===== config.mk =====
export PLATFORM = sky130hd
export DESIGN_NAME = fetch_sequencer
export DESIGN_NICKNAME = d
export VERILOG_FILES = /design/src/rtl/fetch_sequencer_pkg.sv /design/src/rtl/fetch_sequencer_sat.sv /design/src/rtl/fetch_sequencer.sv
export SDC_FILE = /design/constraint.sdc
export NUM_CORES = 1
export LEC_CHECK = 0
export ABC_AREA = 0
export CAP_MARGIN = 20
export CORE_AREA = 8 8 69 71
export CTS_CLUSTER_SIZE = 20
export DETAILED_ROUTE_END_ITERATION = 12
export DIE_AREA = 0 0 77 79
export GPL_TIMING_DRIVEN = 0
export HOLD_SLACK_MARGIN = 0.06
export PLACE_DENSITY_LB_ADDON = 0.05
export SLEW_MARGIN = 0
export SYNTH_ARGS = -nofsm -noshare
export SYNTH_HDL_FRONTEND = slang
export SYNTH_SLANG_ARGS = --single-unit

===== constraint.sdc =====
create_clock -name _CLK -period 2.7 [get_ports _CLK]
set_clock_uncertainty 0.15 [all_clocks]
set_input_delay 0.54 -clock _CLK [delete_from_list [all_inputs] [get_ports _CLK]]
set_output_delay 0.54 -clock _CLK [all_outputs]
set_load 0.02 [all_outputs]

===== src/rtl/fetch_sequencer_pkg.sv =====
// definitions: shared package for the fetch path.
//   DATA_WIDTH        width of fetch destination / branch target
//   START_ADDRESS     PC value the fetch stage loads on its reset
//   fetch_seq_state_t control state of fetch_sequencer
package definitions;

  localparam int              DATA_WIDTH    = 8;
  localparam logic [DATA_WIDTH-1:0] START_ADDRESS = '0;

  typedef enum logic [2:0] {
    IDLE     = 3'd0,
    CLEAR    = 3'd1,
    FETCH    = 3'd2,
    REDIRECT = 3'd3,
    FLUSH    = 3'd4,
    HALTED   = 3'd5
  } fetch_seq_state_t;

endpackage


===== src/rtl/fetch_sequencer_sat.sv =====
// sat_counter: up-counter that sticks at all-ones instead of wrapping.
//   _CLK     clock
//   _clear   synchronous clear, wins over _enable
//   _enable  count this cycle
//   _count   current value
module sat_counter #(
  parameter int WIDTH = 16
) (
  input  logic             _CLK,
  input  logic             _clear,
  input  logic             _enable,
  output logic [WIDTH-1:0] _count
);

  always_ff @(posedge _CLK) begin
    if (_clear)
      _count <= '0;
    else if (_enable && (_count != {WIDTH{1'b1}}))
      _count <= _count + WIDTH'(1);
  end

endmodule


===== src/rtl/fetch_sequencer.sv =====
// fetch_sequencer: turns start/stall/branch/halt events into a legal
// per-cycle command stream for the fetch stage. At most one of run,
// reset, branch/jump is active in any cycle.
//   _CLK, _reset                      clock, sync active-high reset
//   _start, _stall                    begin execution / downstream stall
//   _branchReq, _branchRelative,
//   _branchTarget                     redirect request from execute
//   _haltReq                          halt decoded
//   _fetchRun/_fetchReset/_fetchHalt/
//   _fetchBranchJump/_fetchRelative/
//   _fetchDest                        fetch stage controls
//   _busy, _done                      status
//   _fetchCount                       saturating count of issued fetches
module fetch_sequencer
  import definitions::*;
#(
  parameter int FLUSH_CYCLES = 1,
  parameter int COUNT_WIDTH  = 16
) (
  input  logic                   _CLK,
  input  logic                   _reset,
  input  logic                   _start,
  input  logic                   _stall,
  input  logic                   _branchReq,
  input  logic                   _branchRelative,
  input  logic [DATA_WIDTH-1:0]  _branchTarget,
  input  logic                   _haltReq,
  output logic                   _fetchRun,
  output logic                   _fetchReset,
  output logic                   _fetchHalt,
  output logic                   _fetchBranchJump,
  output logic                   _fetchRelative,
  output logic [DATA_WIDTH-1:0]  _fetchDest,
  output logic                   _busy,
  output logic                   _done,
  output logic [COUNT_WIDTH-1:0] _fetchCount
);

  localparam int FW = (FLUSH_CYCLES > 1) ? $clog2(FLUSH_CYCLES) : 1;
  localparam logic [FW-1:0] FLUSH_LOAD = FW'((FLUSH_CYCLES > 0) ? FLUSH_CYCLES - 1 : 0);

  fetch_seq_state_t      state;
  logic [FW-1:0]         flush_cnt;
  logic                  cap_rel;
  logic [DATA_WIDTH-1:0] cap_dest;
  logic                  reset_q, halt_q, bj_q, busy_q, done_q;

  // Only combinational input-to-output path: stall/halt/branch veto run.
  assign _fetchRun = (state == FETCH) && !_stall && !_haltReq && !_branchReq;

  assign _fetchReset     = reset_q;
  assign _fetchHalt      = halt_q;
  assign _fetchBranchJump = bj_q;
  assign _fetchRelative  = bj_q & cap_rel;
  assign _fetchDest      = bj_q ? cap_dest : '0;
  assign _busy           = busy_q;
  assign _done           = done_q;

  // Output flops are written with the value belonging to the state being
  // entered, so they track the state register exactly.
  always_ff @(posedge _CLK) begin
    if (_reset) begin
      state     <= IDLE;
      flush_cnt <= '0;
      cap_rel   <= 1'b0;
      cap_dest  <= '0;
      reset_q   <= 1'b0;
      halt_q    <= 1'b0;
      bj_q      <= 1'b0;
      busy_q    <= 1'b0;
      done_q    <= 1'b0;
    end else begin
      reset_q <= 1'b0;
      halt_q  <= 1'b0;
      bj_q    <= 1'b0;
      busy_q  <= 1'b0;
      done_q  <= 1'b0;
      case (state)
        IDLE: begin
          if (_start) begin
            state   <= CLEAR;
            reset_q <= 1'b1;
            busy_q  <= 1'b1;
          end
        end
        CLEAR: begin
          state  <= FETCH;
          busy_q <= 1'b1;
        end
        FETCH: begin
          if (_haltReq) begin
            state  <= HALTED;
            halt_q <= 1'b1;
            done_q <= 1'b1;
          end else if (_branchReq) begin
            state    <= REDIRECT;
            cap_rel  <= _branchRelative;
            cap_dest <= _branchTarget;
            bj_q     <= 1'b1;
            busy_q   <= 1'b1;
          end else begin
            busy_q <= 1'b1;
          end
        end
        REDIRECT: begin
          busy_q <= 1'b1;
          if (FLUSH_CYCLES == 0) begin
            state <= FETCH;
          end else begin
            state     <= FLUSH;
            flush_cnt <= FLUSH_LOAD;
          end
        end
        FLUSH: begin
          // Pipeline is squashed: branch/halt/start are ignored here.
          busy_q <= 1'b1;
          if (flush_cnt == '0)
            state <= FETCH;
          else
            flush_cnt <= flush_cnt - FW'(1);
        end
        HALTED: begin
          if (_start) begin
            state   <= CLEAR;
            reset_q <= 1'b1;
            busy_q  <= 1'b1;
          end else begin
            halt_q <= 1'b1;
            done_q <= 1'b1;
          end
        end
        default: state <= IDLE;
      endcase
    end
  end

  // Cleared on entry to CLEAR so the count already reads 0 during CLEAR.
  logic cnt_clear;
  assign cnt_clear = _reset || (state == CLEAR) ||
                     (((state == IDLE) || (state == HALTED)) && _start);

  sat_counter #(.WIDTH(COUNT_WIDTH)) u_fetch_cnt (
    ._CLK    (_CLK),
    ._clear  (cnt_clear),
    ._enable (_fetchRun),
    ._count  (_fetchCount)
  );

endmodule


# Word-level counts from Yosys, hierarchy flattened
# Index checks and enable logic that the tools add are counted.
word_totals:
  reg_bits: 33
  inputBits: 15
  out_inout_bits: 31
  elab_cells: 58
classes:
  n_addsub: 2
  eq_ne: 9
  mux: 15
  bitwise_logic: 4
  n_reduce_logical: 19
op_table:
  columns: ["operator", "n"]
  rows:
  - ["$add 16x1->16 const B", 1]
  - ["$ne 16x16->1 const B", 1]
  - ["$pmux 3 s5", 1]
  - ["$mux 3", 4]
  - ["$mux 8", 1]
  - ["$eq 3x2->1 const B", 2]
  - ["$eq 3x3->1 const B", 2]
  - ["$mux 1", 6]
  - ["$reduce_and 3->1", 2]
  - ["$reduce_or 3->1", 2]
  - ["$logic_and 1x1->1", 5]
  - ["$pmux 1 s2", 2]
  - ["$reduce_or 2->1", 2]
  - ["$eq 3x1->1 const B", 1]
  - ["$logic_not 1->1", 3]
  - ["$logic_not 3->1", 1]
  - ["$logic_or 1x1->1", 3]
  - ["$ne 3x3->1 const B", 1]
  - ["$not 1->1", 3]
  - ["$pmux 1 s3", 1]
  - ["$ne 2x1->1 const B", 1]
  - ["$ne 2x2->1 const B", 1]
  - ["$reduce_bool 2->1", 1]
  - ["$and 1x1->1", 1]
  - ["$sub 1x1->1 const B", 1]

# Logic depth before layout (Yosys ltp)
# Gate-level depths: netlist (run 1).
logic_depth:
  word_depth: 5
  depth_mapped: 6
  mapped_depth_nobuf: 5

# Cells and area by module
# From an unflattened synthesis (run 1), not the netlist that was laid out.
hier_totals:
  hier_cells: 187
  area_unflattened_um2: 1664.1
by_module_without_submodules:
  columns: ["module", "n_inst", "cells_each", "area_per_inst_um2", "seq_area_each_um2"]
  rows:
  - ["sat_counter", 1, 99, 848.3, 320.3]
  - ["fetch_sequencer", 1, 88, 815.8, 320.3]

# Worst setup path before layout (run 1)
# Ideal clock, no wire load.
synth_timing:
  kind: "input port to flip-flop"
  startpoint: "input _stall"
  endpoint: "register u_fetch_cnt._count[11]"
  t_arrival_ns: 1.870
  t_required_ns: 2.480
  slack_ns: 0.609
  cell_stages: 4
  path_buffers: 0
  cell_sequence: "nor4bb_1 > nand4_2 > or4_1 > a21oi_1"
synth_via:
  elab_chain_len: 5
synth_rtl:
  columns: ["element", "line_no", "text"]
  rows:
  - ["start: declaration", "fetch_sequencer.sv:23", "input logic _stall,"]
  - ["$logic_not 1->1", "fetch_sequencer.sv:49", "assign _fetchRun = (state == FETCH) && !_stall && !_haltReq && !_branchReq;"]
  - ["$logic_and 1x1->1 (3 in series)", "fetch_sequencer.sv:49", null]
  - ["$logic_and 1x1->1", "fetch_sequencer_sat.sv:18", "else if (_enable && (_count != {WIDTH{1'b1}}))"]
  - ["end signal: assignment", "fetch_sequencer_sat.sv:19", "_count <= _count + WIDTH'(1);"]
  - ["end: declaration", "fetch_sequencer_sat.sv:12", "output logic [WIDTH-1:0] _count"]
# Every way passes these cells.
# A chain may end at the register's enable or synchronous reset.

# Final worst setup path (run 1)
layout_timing:
  startpoint: "input _haltReq"
  endpoint: "register cap_dest[2]"
layout_via:
  elab_chain_len: 2
layout_rtl:
  columns: ["element", "line_no", "text"]
  rows:
  - ["start: declaration", "fetch_sequencer.sv:27", "input logic _haltReq,"]
  - ["$not 1->1 (no line)", null, null]
  - ["$reduce_and 3->1 (no line)", null, null]
  - ["end signal: assignment", "fetch_sequencer.sv:98", "cap_dest <= _branchTarget;"]
  - ["end: declaration", "fetch_sequencer.sv:45", "logic [DATA_WIDTH-1:0] cap_dest;"]
# Every way passes these cells.

==> results of run 1 <==
## metal layers
layer  wire [um]  GRT usage  vias up
li1            -          -      830
met1        2040      0.168      716
met2        1940      0.235       35
met3         217     0.0508        4
met4          32     0.0358        0
met5           0          0        -
## final timing paths
check	slack (ns)	cells after the start	start	endpoint
worst max register to register	0.50	4	u_fetch_cnt._count[0]	u_fetch_cnt._count[11]
worst min-delay path	0.30	2	cap_dest[6]	cap_dest[6]
worst min register to register	0.30	2	cap_dest[6]	cap_dest[6]
worst max-delay path	0.12	7	_haltReq	cap_dest[2]
## sequential cells by signal, summed over array words and instances (netlist names)
register            flops
cap_dest                8
_busy                   1
u_fetch_cnt._count     16
_done                   1
_fetchBranchJump        1
cap_rel                 1
_fetchReset             1
state                   3
## synth_stat cells (2+ instances only)
master and number:
dfxtp_1 32, a21oi_1 23, nand2_1 19, nand3_1 16
and2_1 10, clkbuf_1 8, nand3b_1 8, nor2_1 8
mux2i_1 7, o31ai_1 7, or4_1 6, or3b_2 5
inv_1 4, nor2b_1 4, o21ai_0 4, nand4_1 3
nor3_1 3, or3_1 3, and4_1 2, buf_2 2
nor4b_1 2, o21bai_1 2
## metrics by stage
step | cell area, um2 | power [uW] | setup WS (ns) | hold WS, ns | std cells
after floorplan | 1650 | 576 | 0.609 | 0.282 | 196
after global placement | 2160 | 625 | -0.376 | 0.288 | 291
after detailed placement | 2160 | 626 | -0.378 | 0.292 | 291
after CTS | 2260 | 1000 | 0.0300 | 0.302 | 300
after global routing | 2260 | 1040 | 0.00202 | 0.336 | 301
final | 2260 | 991 | 0.120 | 0.299 | 301
## layout make-up
class                           count  area, um2  share of cell area
Buffer                             12       58.8              0.0260
Clock buffer                        8       90.1              0.0398
Inverter                            4       15.0             0.00664
Multi-Input combinational cell    148        936               0.414
Sequential cell                    32        641               0.283
Tap cell                           50       62.6              0.0277
Timing Repair Buffer               47        458               0.203
## worst min-delay path, delay by kind of cell (launching register included)
family             cells  cell delay [ns]
AOI/OAI and AO/OA      1             0.05
DFF                    1             0.30
and+or+nand+nor        1             0.05
## logic make-up after synthesis
family                   Yosys count  synth area share
AO/OA/AOI/OAI                     42             0.154
XOR/XNOR                           1           0.00531
adder cells (fa/ha/maj)            1           0.00758
buffers and inverters             16            0.0447
flip-flops                        32             0.388
multiplexers                       7            0.0425
AND/OR/NAND/NOR                   97             0.358
## power groups by stage
stage               sequential [uW]  clock (uW)  combinational [uW]
CTS                             486         386                 131
global placement                496           0                 128
finish                          486         375                 130
floorplan                       501           0                75.0
detailed placement              496           0                 129
global route                    487         407                 144
## timing repair
item / in CTS / in global routing
pin swaps: 1 / 0
setup endpoints to repair: 1 / 9
setup buffers: 1 / 0
resized for setup: 1 / 3
==> results.json, run 1 <==
{
  "status": "complete, no violations",
  "start_util": 0.434,
  "syn_nets": 212,
  "worstPathRequired_ns": 2.69,
  "grt_max_degree": 11,
  "synth_top_area_share": 0.388,
  "area_delta_synth_final_pct": 37.0,
  "max_freq_mhz": 388,
  "p_sw_uw": 238,
  "antennaDiodeCount": 0,
  "crit_path_cell_trace": "clkdlybuf4s50_1 > nor4b_4 > buf_4 > buf_1 > nand2_1 > nand2_1 > a21oi_1",
  "final_cell_mix": "clkdlybuf4s50_1 (44), dfxtp_1 (32), a21oi_1 (23)",
  "irDropWorstVdd_mv": 0.265,
  "overflow": 0,
  "cts_root_buffer": "clkbuf_8",
  "max_slew_margin": 0.613,
  "fin_tns_setup_ns": 0,
  "fillCellCount": 388,
  "tightestPinTransition_ns": 0.573,
  "synth-seq-cells": 32,
  "crit_family": "buffers and inverters",
  "cellPowerDensity_nw_per_um2": 438,
  "wl_per_cell_um": 14.0,
  "crit_fanout": 10,
  "cts_buffers": 5,
  "syn-instance-count": 196,
  "place.detailed.hpwl_mm": 3.03,
  "grt_use_total": 0.141,
  "crit_path_frequent_cell": "nand2_1",
  "first_iter_violations": 74,
  "cts_hold_buffers": 0,
  "swShare": 0.240,
  "drc_errors": 0,
  "insertion_delay_ns": 0.28,
  "drive_gt1_frac": 0.0837,
  "finalWeightedCongestion": 0.795,
  "vias": 1585,
  "via_per_inst": 5.27,
  "htreeDepth": 2,
  "synth_area_um2": 1650,
  "ys.flop_type": "dfxtp_1",
  "path_class": "in2reg",
  "final_common_cell": "clkdlybuf4s50_1",
  "fp.dieArea_um2": 6080,
  "design.core.area_um2": 3800,
  "post-route-period-util": 0.956,
  "io_pins": 46,
  "die_h_um": 79,
  "drtAntennaViolNets": 0,
  "async_flop_share": 0,
  "internal_power_uw": 753,
  "slowest_delay_ns": 0.54,
  "clockBufferDepth": 2,
  "ys_types": 40,
  "cts_tree": "yes",
  "hold_class": "reg2reg",
  "grt_pass1_wl_mm": 7.18,
  "cp-end-kind": "flip-flop",
  "nets": 266,
  "max_cap_viol_count": 0,
  "grt_pass1_vias": 1563,
  "dr.pass1.iters": 4,
  "synth.largest_area_cell": "dfxtp_1",
  "fin_crit_ns": 2.58,
  "synth_edf_count": 0,
  "power.share.sequential": 0.490,
  "hold_violations": 0,
  "worstPathArrival_ns": 2.57,
  "rows": 23,
  "synth.area.top_cells": "dfxtp_1 (39%), a21oi_1 (7.0%), nand3_1 (4.9%)",
  "power_frac_clock": 0.379,
  "critPathBufInv": 3,
  "cts_sinks": 32,
  "combPwrFrac": 0.131,
  "setup-violations-final": 0,
  "p_leak_uw": 0.000744,
  "synth_warnings": 0,
  "antenna_found_initial": 0,
  "seq_area_frac_synth": 0.388,
  "avgSynthCellArea_um2": 8.42,
  "rsz0062_at_grt": "false",
  "slowest_stage": "clkdlybuf4s50_1",
  "io_buffers": 45,
  "path_clk_slew_ns": 0.06,
  "routed_wl_mm": 4.23,
  "post-route-util": 0.595,
  "start_kind": "input port",
  "slew_violations": 0,
  "die_w_um": 77
}
(Power assumes the default switching activity.)
==> inputs of run 2 (changes only) <==
--- a/config.mk
+++ b/config.mk
@@ -8,7 +8,6 @@
 export ABC_AREA = 0
 export CAP_MARGIN = 20
 export CORE_AREA = 8 8 69 71
-export CTS_CLUSTER_SIZE = 20
 export DETAILED_ROUTE_END_ITERATION = 12
 export DIE_AREA = 0 0 77 79
 export GPL_TIMING_DRIVEN = 0
==> results of run 2 <==
The final DEF is identical to that of run 1; final timing and power are the same.
